===== src/rtl/load_store_unit.sv =====
// rtl/load_store_unit.sv - byte/halfword/word load-store adapter onto a 4-byte big-endian memory port
// Build option: define LSU_ALIGN_CHECK_EN to fault misaligned halfword/word requests.
module load_store_unit #(
  parameter int addresswidth = 28
) (
  input  logic                    i_clk,
  input  logic                    i_reset_n,
  input  logic                    i_req,
  input  logic                    i_we,
  input  logic [1:0]              i_size,
  input  logic                    i_sign_ext,
  input  logic [addresswidth-1:0] i_addr,
  input  logic [31:0]             i_wdata,
  output logic                    o_ready,
  output logic                    o_resp_valid,
  output logic [31:0]             o_rdata,
  output logic                    o_fault,
  output logic [addresswidth-1:0] o_mem_address,
  output logic                    o_mem_writeEnable,
  output logic [31:0]             o_mem_dataIn,
  input  logic [31:0]             i_mem_dataOut
);

  localparam logic [1:0] SIZE_BYTE = 2'b00;
  localparam logic [1:0] SIZE_HALF = 2'b01;
  localparam logic [1:0] SIZE_WORD = 2'b10;
  localparam logic [1:0] SIZE_RSVD = 2'b11;

  typedef enum logic [2:0] {
    S_IDLE,
    S_LOAD,
    S_RMW_RD,
    S_WRITE,
    S_RESP
  } state_t;

  state_t                  r_state;

  // Request registers: everything after acceptance works from these copies.
  logic                    r_we;
  logic [1:0]              r_size;
  logic                    r_sign_ext;
  logic [addresswidth-1:0] r_addr;
  logic [31:0]             r_wdata;

  // Registered outputs.
  logic                    r_ready;
  logic                    r_resp_valid;
  logic [31:0]             r_rdata;
  logic                    r_fault;
  logic                    r_mem_we;
  logic [31:0]             r_merge;

  logic                    w_req_fault;
  logic [31:0]             w_load_value;
  logic [31:0]             w_merge_value;

  // Decide whether the incoming request is rejected outright.
  always_comb begin
    w_req_fault = (i_size == SIZE_RSVD);
`ifdef LSU_ALIGN_CHECK_EN
    if ((i_size == SIZE_HALF) && i_addr[0])
      w_req_fault = 1'b1;
    if ((i_size == SIZE_WORD) && (i_addr[1:0] != 2'b00))
      w_req_fault = 1'b1;
`endif
  end

  // Extract and extend the addressed bytes; the memory presents addr..addr+3 with addr in [31:24].
  always_comb begin
    w_load_value = 32'd0;
    if (!r_we) begin
      case (r_size)
        SIZE_BYTE: w_load_value = {{24{r_sign_ext & i_mem_dataOut[31]}}, i_mem_dataOut[31:24]};
        SIZE_HALF: w_load_value = {{16{r_sign_ext & i_mem_dataOut[31]}}, i_mem_dataOut[31:16]};
        default:   w_load_value = i_mem_dataOut;
      endcase
    end
  end

  // Overlay the store bytes onto the word read back, so the full 4-byte write preserves neighbours.
  always_comb begin
    case (r_size)
      SIZE_BYTE: w_merge_value = {r_wdata[7:0], i_mem_dataOut[23:0]};
      SIZE_HALF: w_merge_value = {r_wdata[15:0], i_mem_dataOut[15:0]};
      default:   w_merge_value = r_wdata;
    endcase
  end

  // Request FSM with registered handshake and memory-port outputs.
  always_ff @(posedge i_clk or negedge i_reset_n) begin
    if (!i_reset_n) begin
      r_state      <= S_IDLE;
      r_we         <= 1'b0;
      r_size       <= 2'b00;
      r_sign_ext   <= 1'b0;
      r_addr       <= '0;
      r_wdata      <= 32'd0;
      r_ready      <= 1'b1;
      r_resp_valid <= 1'b0;
      r_rdata      <= 32'd0;
      r_fault      <= 1'b0;
      r_mem_we     <= 1'b0;
      r_merge      <= 32'd0;
    end else begin
      case (r_state)
        S_IDLE: begin
          if (i_req) begin
            r_we       <= i_we;
            r_size     <= i_size;
            r_sign_ext <= i_sign_ext;
            r_addr     <= i_addr;
            r_wdata    <= i_wdata;
            r_ready    <= 1'b0;
            r_rdata    <= 32'd0;
            if (w_req_fault) begin
              r_fault      <= 1'b1;
              r_resp_valid <= 1'b1;
              r_state      <= S_RESP;
            end else if (!i_we) begin
              r_state <= S_LOAD;
            end else if (i_size == SIZE_WORD) begin
              // Full-word store needs no read: data is known now.
              r_merge  <= i_wdata;
              r_mem_we <= 1'b1;
              r_state  <= S_WRITE;
            end else begin
              r_state <= S_RMW_RD;
            end
          end
        end
        S_LOAD: begin
          r_rdata      <= w_load_value;
          r_resp_valid <= 1'b1;
          r_state      <= S_RESP;
        end
        S_RMW_RD: begin
          r_merge  <= w_merge_value;
          r_mem_we <= 1'b1;
          r_state  <= S_WRITE;
        end
        S_WRITE: begin
          r_mem_we     <= 1'b0;
          r_resp_valid <= 1'b1;
          r_state      <= S_RESP;
        end
        S_RESP: begin
          r_resp_valid <= 1'b0;
          r_fault      <= 1'b0;
          r_rdata      <= 32'd0;
          r_ready      <= 1'b1;
          r_state      <= S_IDLE;
        end
        default: begin
          r_resp_valid <= 1'b0;
          r_fault      <= 1'b0;
          r_mem_we     <= 1'b0;
          r_ready      <= 1'b1;
          r_state      <= S_IDLE;
        end
      endcase
    end
  end

  assign o_ready           = r_ready;
  assign o_resp_valid      = r_resp_valid;
  assign o_rdata           = r_rdata;
  assign o_fault           = r_fault;
  assign o_mem_address     = r_addr;
  assign o_mem_writeEnable = r_mem_we;
  assign o_mem_dataIn      = r_merge;

endmodule


===== config.mk =====
export PLATFORM = sky130hd
export DESIGN_NAME = load_store_unit
export DESIGN_NICKNAME = d
export VERILOG_FILES = /design/src/rtl/load_store_unit.sv
export SDC_FILE = /design/constraint.sdc
export NUM_CORES = 1
export LEC_CHECK = 0
export CAP_MARGIN = 20
export CORE_MARGIN = 2
export CORE_UTILIZATION = 32
export CTS_CLUSTER_DIAMETER = 30
export DETAILED_ROUTE_END_ITERATION = 8
export DONT_BUFFER_PORTS = 1
export PLACE_DENSITY_LB_ADDON = 0.3
export SKIP_CTS_REPAIR_TIMING = 1
export SLEW_MARGIN = 20
export SYNTH_ARGS = -nofsm -noshare
export SYNTH_HDL_FRONTEND = slang
export SYNTH_SLANG_ARGS = --single-unit

===== constraint.sdc =====
create_clock -name i_clk -period 1.7 [get_ports i_clk]
set_input_delay 0.425 -clock i_clk [delete_from_list [all_inputs] [get_ports i_clk]]
set_output_delay 0.425 -clock i_clk [all_outputs]
set_load 0.03 [all_outputs]

==> results of run 1 <==
## logic make-up (layout without fill, tap and decap cells)
logic type	count (synthesis)	after routing	synth area share, %
simple gates	143	143	11.19
flops	135	135	52.03
mux	120	120	19.73
compound gates	101	101	12.87
buf+inv	49	62	4.180
## layer usage
metal / up-vias / track usage [%]
met3: 24 / 8.250
met4: 0 / 6.602
met1: 2264 / 21.08
met2: 203 / 27.97
met5: - / 0
li1: 2004 / -
## final timing paths
kind                            cells past startpoint          endpoint
worst max-delay path                                4        r_wdata[5]
worst min-delay path                                0       o_rdata[19]
min in group i_clk                                  1  o_mem_address[6]
worst max register to register                      4        r_wdata[5]
max in group asynchronous                           0           o_ready
worst min register to register                      1       r_wdata[18]
## cell usage after synthesis
library cell  number
mux2_2            64
nor3b_2            1
o211ai_1          16
buf_6              4
a22o_1            25
or2_0              1
o21ai_0           10
nor2_1            50
mux2i_1           56
o21a_1             1
a21o_1             1
buf_4             10
nand2_1           35
and2b_2            1
a21oi_1            5
nand3_1            2
o21ba_2            1
o21ai_2            2
clkbuf_1          15
or3_1             16
or3b_2             1
nor2_4             1
a41oi_1            1
a221oi_1          16
and3_1             1
or2_1              1
nand3b_1           8
dfrtp_1          134
a32o_1            23
nand2b_1          23
dfstp_2            1
buf_1              2
inv_1              2
buf_2             16
and4b_1            1
nor4b_4            1
## cell type report
cell class | instances | area, µm² | share of cell area [%]
clock buffer | 19 | 432.9 | 5.715
clock inverter | 13 | 250.2 | 3.304
inverter | 2 | 7.507 | 0.09911
multi-input combinational | 364 | 2851 | 37.64
sequential | 135 | 3385 | 44.68
tap | 270 | 337.8 | 4.460
timing repair buffer | 28 | 310.3 | 4.096
## state kept, by name, summed over array words and instances, names as in the netlist
signal,cells
o_fault,1
o_mem_address,28
o_mem_dataIn,32
o_mem_writeEnable,1
o_rdata,32
o_ready,1
o_resp_valid,1
r_sign_ext,1
r_size,2
r_state,3
r_wdata,32
r_we,1
## power groups by stage
stage / combinational (W) / clock, W / sequential [W]
2_1_floorplan: 0.00465 / 0 / 0.00768
5_1_grt: 0.00655 / 0.00458 / 0.00844
6_report: 0.00599 / 0.00434 / 0.00825
3_5_place_dp: 0.00605 / 0 / 0.00831
3_3_place_gp: 0.00583 / 0 / 0.00828
4_1_cts: 0.00604 / 0.00441 / 0.00828
## metrics by stage
stage	instances	utilization [%]	area (µm²)	hold WS [ns]
finish	831	37.68	7575	-0.2971
global route	831	37.68	7575	-0.3259
CTS	831	37.67	7574	-0.3155
detailed placement	799	34.27	6890	0.1348
global placement	799	34.27	6890	0.1355
floorplan	548	-	6495	0.1294
==> flow_summary_export.csv, run 1 <==
group,metric,value,unit
critical_path,critPathLaunch,"r_state[0]",
sta,worstMarginPinSlew,0.8567,ns
placement,numPortBuffers,0,
final_layout,fillCellCount,1928,
synthesis,syn_area,0.006495,mm²
route,drt-total-wl,18940,µm
final_layout,area_growth,16.62,%
floorplan,die_w,146.5,µm
sta,holdWs,-0.2971,ns
route,drt-pass1-iter-count,4,
critical_path,endpoint_kind,"register",
critical_path,slowest_stage,"dfrtp_1",
outcome,violations,"hold timing",
global_routing,grt_max_degree,136,
job,max_cap_viol_count,0,
hold_path,hold_class,"in -> async",
critical_path,timing.reg2reg.setup_slack,0.10,ns
power,power_frac_clock,23.3,%
critical_path,worst_r2r_startpoint,"r_state[0]",
synthesis,ys_seq_elements,135,
placement,place_congestion,0.7957,
critical_path,crit_family,"flip-flops",
critical_path,worstSetupPathType,"reg -> reg",
route,drt-initial-drc-count,290,
power,power_density,2453,mW/mm²
sta,post-route-min-period,1.597,ns
route,drc_errors,0,
synthesis,synth.net_count,647,
cts,path_clk_slew,0.06,ns
critical_path,crit_buf_inv,1,
global_routing,grt.overflow.total,0,
critical_path,critPathMaxFanout,20,
global_routing,grt_use_total,17.68,%
floorplan,core-area,0.02010,mm²
cts,htreeDepth,4,
final_layout,final_common_cell,"dfrtp_1",
power,internal-power,0.01064,W
outcome,status,"finished with violations",
power,power,0.01858,W
sta,fmax,0.6261,GHz
sta,finalHoldViolCount,135,
synthesis,ys_types,36,
route,routedWlPerCell,22.79,µm
global_routing,grt_pass1_wl,28500,µm
placement,dp_slack,0.02840,ns
final_layout,final_cell_mix,"dfrtp_1, mux2_2, mux2i_1",
route,wl_met1,7493,µm
synthesis,synth.yosys.seq_area_share,52.03,%
floorplan,start_util,32.31,%
global_routing,antenna_found_initial,0,
cts,clock-root-buffer,"clkbuf_16",
critical_path,cp-start-kind,"register",
sta,finClkSkew,0.009697,ns
critical_path,critPathMaxStageDelay,0.46,ns
synthesis,ys_top_cells_by_area,"dfrtp_1, mux2_2, mux2i_1",
floorplan,core.rowCount,52,
cts,cts_sinks,135,
synthesis,yosysWarnings,0,
floorplan,die_area,0.02145,mm²
final_layout,nets,647,
final_layout,drive_gt1_share,23.89,%
cts,cts_max_path_buffers,2,
route,vias_per_cell,5.409,
final_layout,num_antenna_cells,0,
cts,clk-insertion-delay-late,0.42,ns
power,power_frac_comb,32.2,%
synthesis,synth_area_per_cell,11.85,µm²
power,vdd_drop_max,0.8378,mV
placement,hpwl,13560,µm
floorplan,ioPinCount,195,
sta,setup_tns,0,ns
route,antenna_left,0,
cts,cts_tree,"built",
synthesis,postSynthCellCount,548,
sta,setup_violations,0,
sta,period_share,93.95,%
floorplan,die_height,146.5,µm
power,leakage,3.227,nW
route,dr_wl_met2,8899,µm
route,num_vias,4495,
power,p_seq_share,44.4,%
sta,rsz0062_at_grt,"no",
route,top_layer_used,"met4",
sta,relSlewSlack,42.88,%
synthesis,synth_largest_area_cell,"dfrtp_1",
power,p_sw_share,42.75,%
critical_path,crit_required,2.00,ns
cts,numCtsBuffers,17,
critical_path,arrival,1.89,ns
sta,slew_violations,0,
critical_path,critical_path.cell_chain,"nor2_4 -> and3_2 -> buf_12 -> mux2_2",
route,dr_wl_met3,2101,µm
power,power_switching,0.007944,W
sta,finalWorstSetupSlack,0.1028,ns
synthesis,synth_top_area_share,51.63,%
global_routing,grt_pass1_vias,4743,
No activity file was read; power rests on OpenSTA's default activity.
==> run 2: changes to the inputs <==
CTS_CLUSTER_SIZE = 30   (was default)
SETUP_SLACK_MARGIN = 0.05   (was default)
SKIP_CTS_REPAIR_TIMING = default   (was 1)
==> run 2 against run 1 <==
  * The run still ends with hold timing left
  * Fmax increased by 0.77%
  * Via count unchanged
  * Combinational power about the same
  * Sequential power about the same
  * Global-route usage unchanged
  * Core utilization about the same
  * Critical path depth unchanged
  * Worst setup slack improved by 0.012 ns
  * Sequential share of layout area about the same
  * First-iteration DRC count unchanged
  * Critical endpoint unchanged
==> flow_summary_export.csv, run 2 (synthesized netlist as in run 1, its figures left out) <==
group,metric,value,unit
outcome,status,"finished with violations",
outcome,violations,"hold timing",
sta,fmax,0.6309,GHz
power,power_frac_comb,32.2,%
final_layout,num_antenna_cells,0,
cts,clock-root-buffer,"clkbuf_16",
cts,cts_sinks,135,
power,power,0.01859,W
power,power_switching,0.007944,W
critical_path,crit_required,2.00,ns
critical_path,slowest_stage,"dfrtp_2",
critical_path,critical_path.cell_chain,"nor2_4 -> and3_2 -> buf_12 -> mux2_2",
critical_path,worstSetupPathType,"reg -> reg",
sta,finClkSkew,0.009698,ns
global_routing,grt.overflow.total,0,
sta,rsz0062_at_grt,"no",
critical_path,cp-start-kind,"register",
route,vias_per_cell,5.409,
critical_path,critPathMaxFanout,20,
sta,post-route-min-period,1.585,ns
floorplan,die_w,146.5,µm
sta,setup_violations,0,
critical_path,crit_buf_inv,1,
global_routing,grt_use_total,17.68,%
sta,setup_tns,0,ns
sta,worstMarginPinSlew,0.8567,ns
sta,period_share,93.23,%
power,p_sw_share,42.74,%
cts,htreeDepth,4,
cts,path_clk_slew,0.06,ns
final_layout,post-route-util,37.68,%
final_layout,nets,647,
global_routing,grt_pass1_vias,4743,
cts,clk-insertion-delay-late,0.42,ns
power,power_frac_clock,23.3,%
power,leakage,3.225,nW
sta,relSlewSlack,42.88,%
global_routing,grt_max_degree,136,
route,drt-initial-drc-count,290,
final_layout,area_growth,16.64,%
power,power_density,2453,mW/mm²
sta,holdWs,-0.2971,ns
cts,cts_max_path_buffers,2,
floorplan,core.rowCount,52,
route,drc_errors,0,
route,drt-pass1-iter-count,4,
power,internal-power,0.01064,W
placement,place_congestion,0.7957,
critical_path,arrival,1.88,ns
route,antenna_left,0,
route,drt-total-wl,18940,µm
power,p_seq_share,44.4,%
floorplan,die_height,146.5,µm
sta,slew_violations,0,
cts,cts_tree,"built",
cts,numCtsBuffers,17,
power,vdd_drop_max,0.8378,mV
route,routedWlPerCell,22.79,µm
job,max_cap_viol_count,0,
route,num_vias,4495,
floorplan,ioPinCount,195,
critical_path,timing.reg2reg.setup_slack,0.12,ns
global_routing,antenna_found_initial,0,
final_layout,drive_gt1_share,24.06,%
placement,hpwl,13560,µm
floorplan,die_area,0.02145,mm²
floorplan,start_util,32.31,%
final_layout,final_common_cell,"dfrtp_1",
floorplan,core-area,0.02010,mm²
final_layout,final_cell_mix,"dfrtp_1, mux2_2, mux2i_1",
critical_path,critPathMaxStageDelay,0.48,ns
placement,numPortBuffers,0,
sta,finalHoldViolCount,135,
hold_path,hold_class,"in -> async",
global_routing,grt_pass1_wl,28500,µm
critical_path,crit_family,"flip-flops",
critical_path,endpoint_kind,"register",
run 2: cell counts in the layout (fill, tap and decap cells not counted):
Identical to the previous run, type by type.
run 2: metal layers:
metal / wire length, µm / track usage (%) / vias to the layer above
li1: - / - / 2004
met2: 8899 / 27.97 / 203
met1: 7493 / 21.08 / 2264
met5: 0 / 0 / -
met3: 2101 / 8.250 / 24
met4: 444 / 6.602 / 0
run 2: metrics by stage:
| stage | hold WS [ns] | setup slack [ns] | cell area, µm² | cells |
|---|---|---|---|---|
| after floorplan | 0.1294 | 0.1002 | 6495 | 548 |
| after global placement | 0.1355 | 0.05311 | 6890 | 799 |
| after detailed placement | 0.1348 | 0.02840 | 6890 | 799 |
| after CTS | -0.3155 | 0.08913 | 7575 | 831 |
| after global routing | -0.3259 | 0.06167 | 7576 | 831 |
| final | -0.2971 | 0.1150 | 7576 | 831 |
run 2: timing repair:
action,4_1_cts,5_1_grt
buffers inserted,0,0
setup endpoints to repair,4,15
resized for setup,1,1
endpoints found under the hold margin,135,135
run 2: path summary, 6_finish.rpt:
kind                       depth (start not counted)   startpoint                to
max in group asynchronous                          0    i_reset_n           o_ready
max reg2reg                                        4   r_state[2]        r_wdata[5]
max                                                4   r_state[2]        r_wdata[5]
min reg2reg                                        1  r_wdata[18]       r_wdata[18]
min in group i_clk                                 1    i_addr[6]  o_mem_address[6]
min                                                0    i_reset_n       o_rdata[19]
run 2: power groups by stage:
stage	Combinational [W]	Clock, W	Sequential, W
finish	0.00599	0.00434	0.00826
global route	0.00655	0.00458	0.00845
CTS	0.00604	0.00441	0.00828
detailed placement	0.00605	0	0.00831
global placement	0.00583	0	0.00828
floorplan	0.00465	0	0.00768
run 2: area by class of cell:
| class | count | area, µm² |
|---|---|---|
| Tap cell | 270 | 337.8 |
| Timing Repair Buffer | 28 | 310.3 |
| Clock buffer | 19 | 432.9 |
| Clock inverter | 13 | 250.2 |
| Fill cell | 1927 | 12530 |
| Multi-Input combinational cell | 364 | 2851 |
| Sequential cell | 135 | 3386 |
| Inverter | 2 | 7.507 |
==> run 3: changes to the inputs <==
REMOVE_ABC_BUFFERS = 1   (was default)
==> run 3 against run 2 <==
  * The run still ends with hold timing left
  * Sequential power fell by 0.5%
  * Sequential share of layout area fell by 0.30 points
  * Fmax fell by 0.11%
  * Via count rose by 0.51%
  * Clock-buffer cell count rose by 2
  * Clock power fell by 14%
  * Cell area rose by 0.71%
  * Wire length fell by 0.91%
  * Worst setup slack got worse by 0.0018 ns
  * Largest cell class unchanged
==> flow_summary_export.csv, run 3 (synthesized netlist as in run 1, its figures left out) <==
group,metric,value,unit
final_layout,final_common_cell,"dfrtp_1",
cts,cts_tree,"built",
critical_path,r2r_cells,5,
cts,cts_max_path_buffers,2,
floorplan,ioPinCount,195,
final_layout,final_cell_mix,"dfrtp_1, mux2_2, mux2i_1",
critical_path,cp-start-kind,"register",
outcome,status,"finished with violations",
power,leakage,3.236,nW
final_layout,num_antenna_cells,0,
sta,setup_tns,0,ns
critical_path,critPathMaxFanout,10,
cts,clk-insertion-delay-late,0.42,ns
cts,cts_sinks,135,
critical_path,critPathMaxStageDelay,0.47,ns
sta,period_share,93.34,%
critical_path,arrival,1.87,ns
sta,post-route-min-period,1.587,ns
floorplan,core.rowCount,52,
sta,relSlewSlack,71.59,%
placement,dpl_cell_area,0.006903,mm²
placement,place_congestion,0.8350,
route,drt-pass1-iter-count,4,
route,drt-initial-drc-count,309,
sta,finalHoldViolCount,135,
sta,rsz0062_at_grt,"no",
hold_path,hold_class,"in -> async",
final_layout,drive_gt1_share,25.66,%
global_routing,grt_max_degree,136,
placement,place_inst,800,
cts,htreeDepth,4,
final_layout,nets,655,
final_layout,regArea,0.003387,mm²
placement,numPortBuffers,0,
floorplan,die_w,146.5,µm
power,power,0.01827,W
critical_path,endpoint_kind,"register",
floorplan,die_height,146.5,µm
critical_path,timing.reg2reg.setup_slack,0.11,ns
route,drc_errors,0,
floorplan,core-area,0.02010,mm²
critical_path,crit_path_end,"o_mem_dataIn[10]",
outcome,violations,"hold timing",
final_layout,stdcell_count,839,
critical_path,slowest_stage,"dfrtp_2",
sta,slew_violations,0,
route,drt-total-wl,18770,µm
critical_path,crit_buf_inv,3,
sta,setup_violations,0,
sta,finClkSkew,0.005387,ns
route,vias_per_cell,5.385,
final_layout,area_growth,17.47,%
global_routing,grt_pass1_vias,4759,
global_routing,busiest_layer,"met2",
critical_path,worst_r2r_startpoint,"r_state[0]",
placement,hpwl,12990,µm
job,max_cap_viol_count,0,
sta,worstMarginPinSlew,0.4249,ns
critical_path,r2r_end,"o_mem_dataIn[10]",
global_routing,antenna_found_initial,1,
critical_path,critical_path.cell_chain,"buf_8 -> nor3b_4 -> buf_4 -> bufbuf_16 -> a221oi_1",
global_routing,met3_usage,7.781,%
cts,clock-root-buffer,"clkbuf_16",
critical_path,cp_num_cells,5,
global_routing,grt_use_total,17.61,%
global_routing,use_met1,20.68,%
power,vdd_drop_max,0.7318,mV
critical_path,worstSetupPathType,"reg -> reg",
final_layout,fillCellCount,1935,
floorplan,die_area,0.02145,mm²
global_routing,grt_pass1_wl,28660,µm
global_routing,met2_usage,28.33,%
sta,fmax,0.6302,GHz
critical_path,crit_required,1.98,ns
critical_path,critPathLaunch,"r_state[0]",
route,antenna_left,0,
global_routing,grt.overflow.total,0,
route,routedWlPerCell,22.37,µm
route,num_vias,4518,
cts,path_clk_slew,0.06,ns
sta,holdWs,-0.3007,ns
floorplan,start_util,32.31,%
cts,numCtsBuffers,17,
power,power_density,2394,mW/mm²
critical_path,crit_family,"buffers and inverters",
final_layout,fin_area,0.007630,mm²
final_layout,multi_input_comb_area,0.002855,mm²
## run 3: cell count changes in the layout (fill, tap and decap cells not counted), sizes merged
cell	delta
clkinv	-2
clkbuf	+3
buf	+6
bufbuf	+1
clkinvlp	+6
inv	-1
bufinv	-5
## run 3: worst min-delay path by stage
stage	start	endpoint	slack, ns	depth (start not counted)
2_1_floorplan	i_reset_n	o_fault	0.13	0
5_1_grt	i_reset_n	o_mem_address[25]	-0.32	0
4_1_cts	i_reset_n	o_mem_address[0]	-0.32	0
6_report	i_reset_n	o_mem_address[25]	-0.30	0
3_5_place_dp	i_reset_n	r_wdata[31]	0.13	0
3_3_place_gp	i_reset_n	o_mem_address[21]	0.13	0
## run 3: what timing repair did
| action | 4_1_cts | 5_1_grt |
|---|---|---|
| gates cloned | 1 | 1 |
| pin swaps | 1 | 1 |
| setup buffers | 1 | 4 |
| hold endpoints to repair | 135 | 135 |
| gates resized for setup | 3 | 5 |
| endpoints found under the setup margin | 15 | 34 |
## run 3: area by class of cell
type	count	area share [%]
Tap cell	270	4.428
Inverter	2	0.09839
Clock inverter	11	1.607
Timing Repair Buffer	36	5.756
Clock buffer	21	6.297
Sequential cell	135	44.39
Multi-Input combinational cell	364	37.42
## run 3: per-stage QoR
| step | setup slack (ns) | hold WS (ns) | utilization, % |
|---|---|---|---|
| finish | 0.1133 | -0.3007 | 37.95 |
| CTS | 0.05069 | -0.3239 | 37.57 |
| global placement | 0.05351 | 0.1320 | 34.34 |
| global route | 0.05100 | -0.3242 | 37.95 |
| detailed placement | 0.03046 | 0.1314 | 34.34 |
| floorplan | -1.460 | 0.1294 | - |
## run 3: per-layer routing
layer	vias up	wire (µm)
li1	2019	-
met1	2295	7609
met2	172	8967
met3	30	1769
met4	2	406
met5	-	13
## run 3: power by group
group	internal, W	switching, W
clock	0.00231	0.00143
combinational	0.00323	0.00308
sequential	0.00476	0.00347
total	0.0103	0.00798
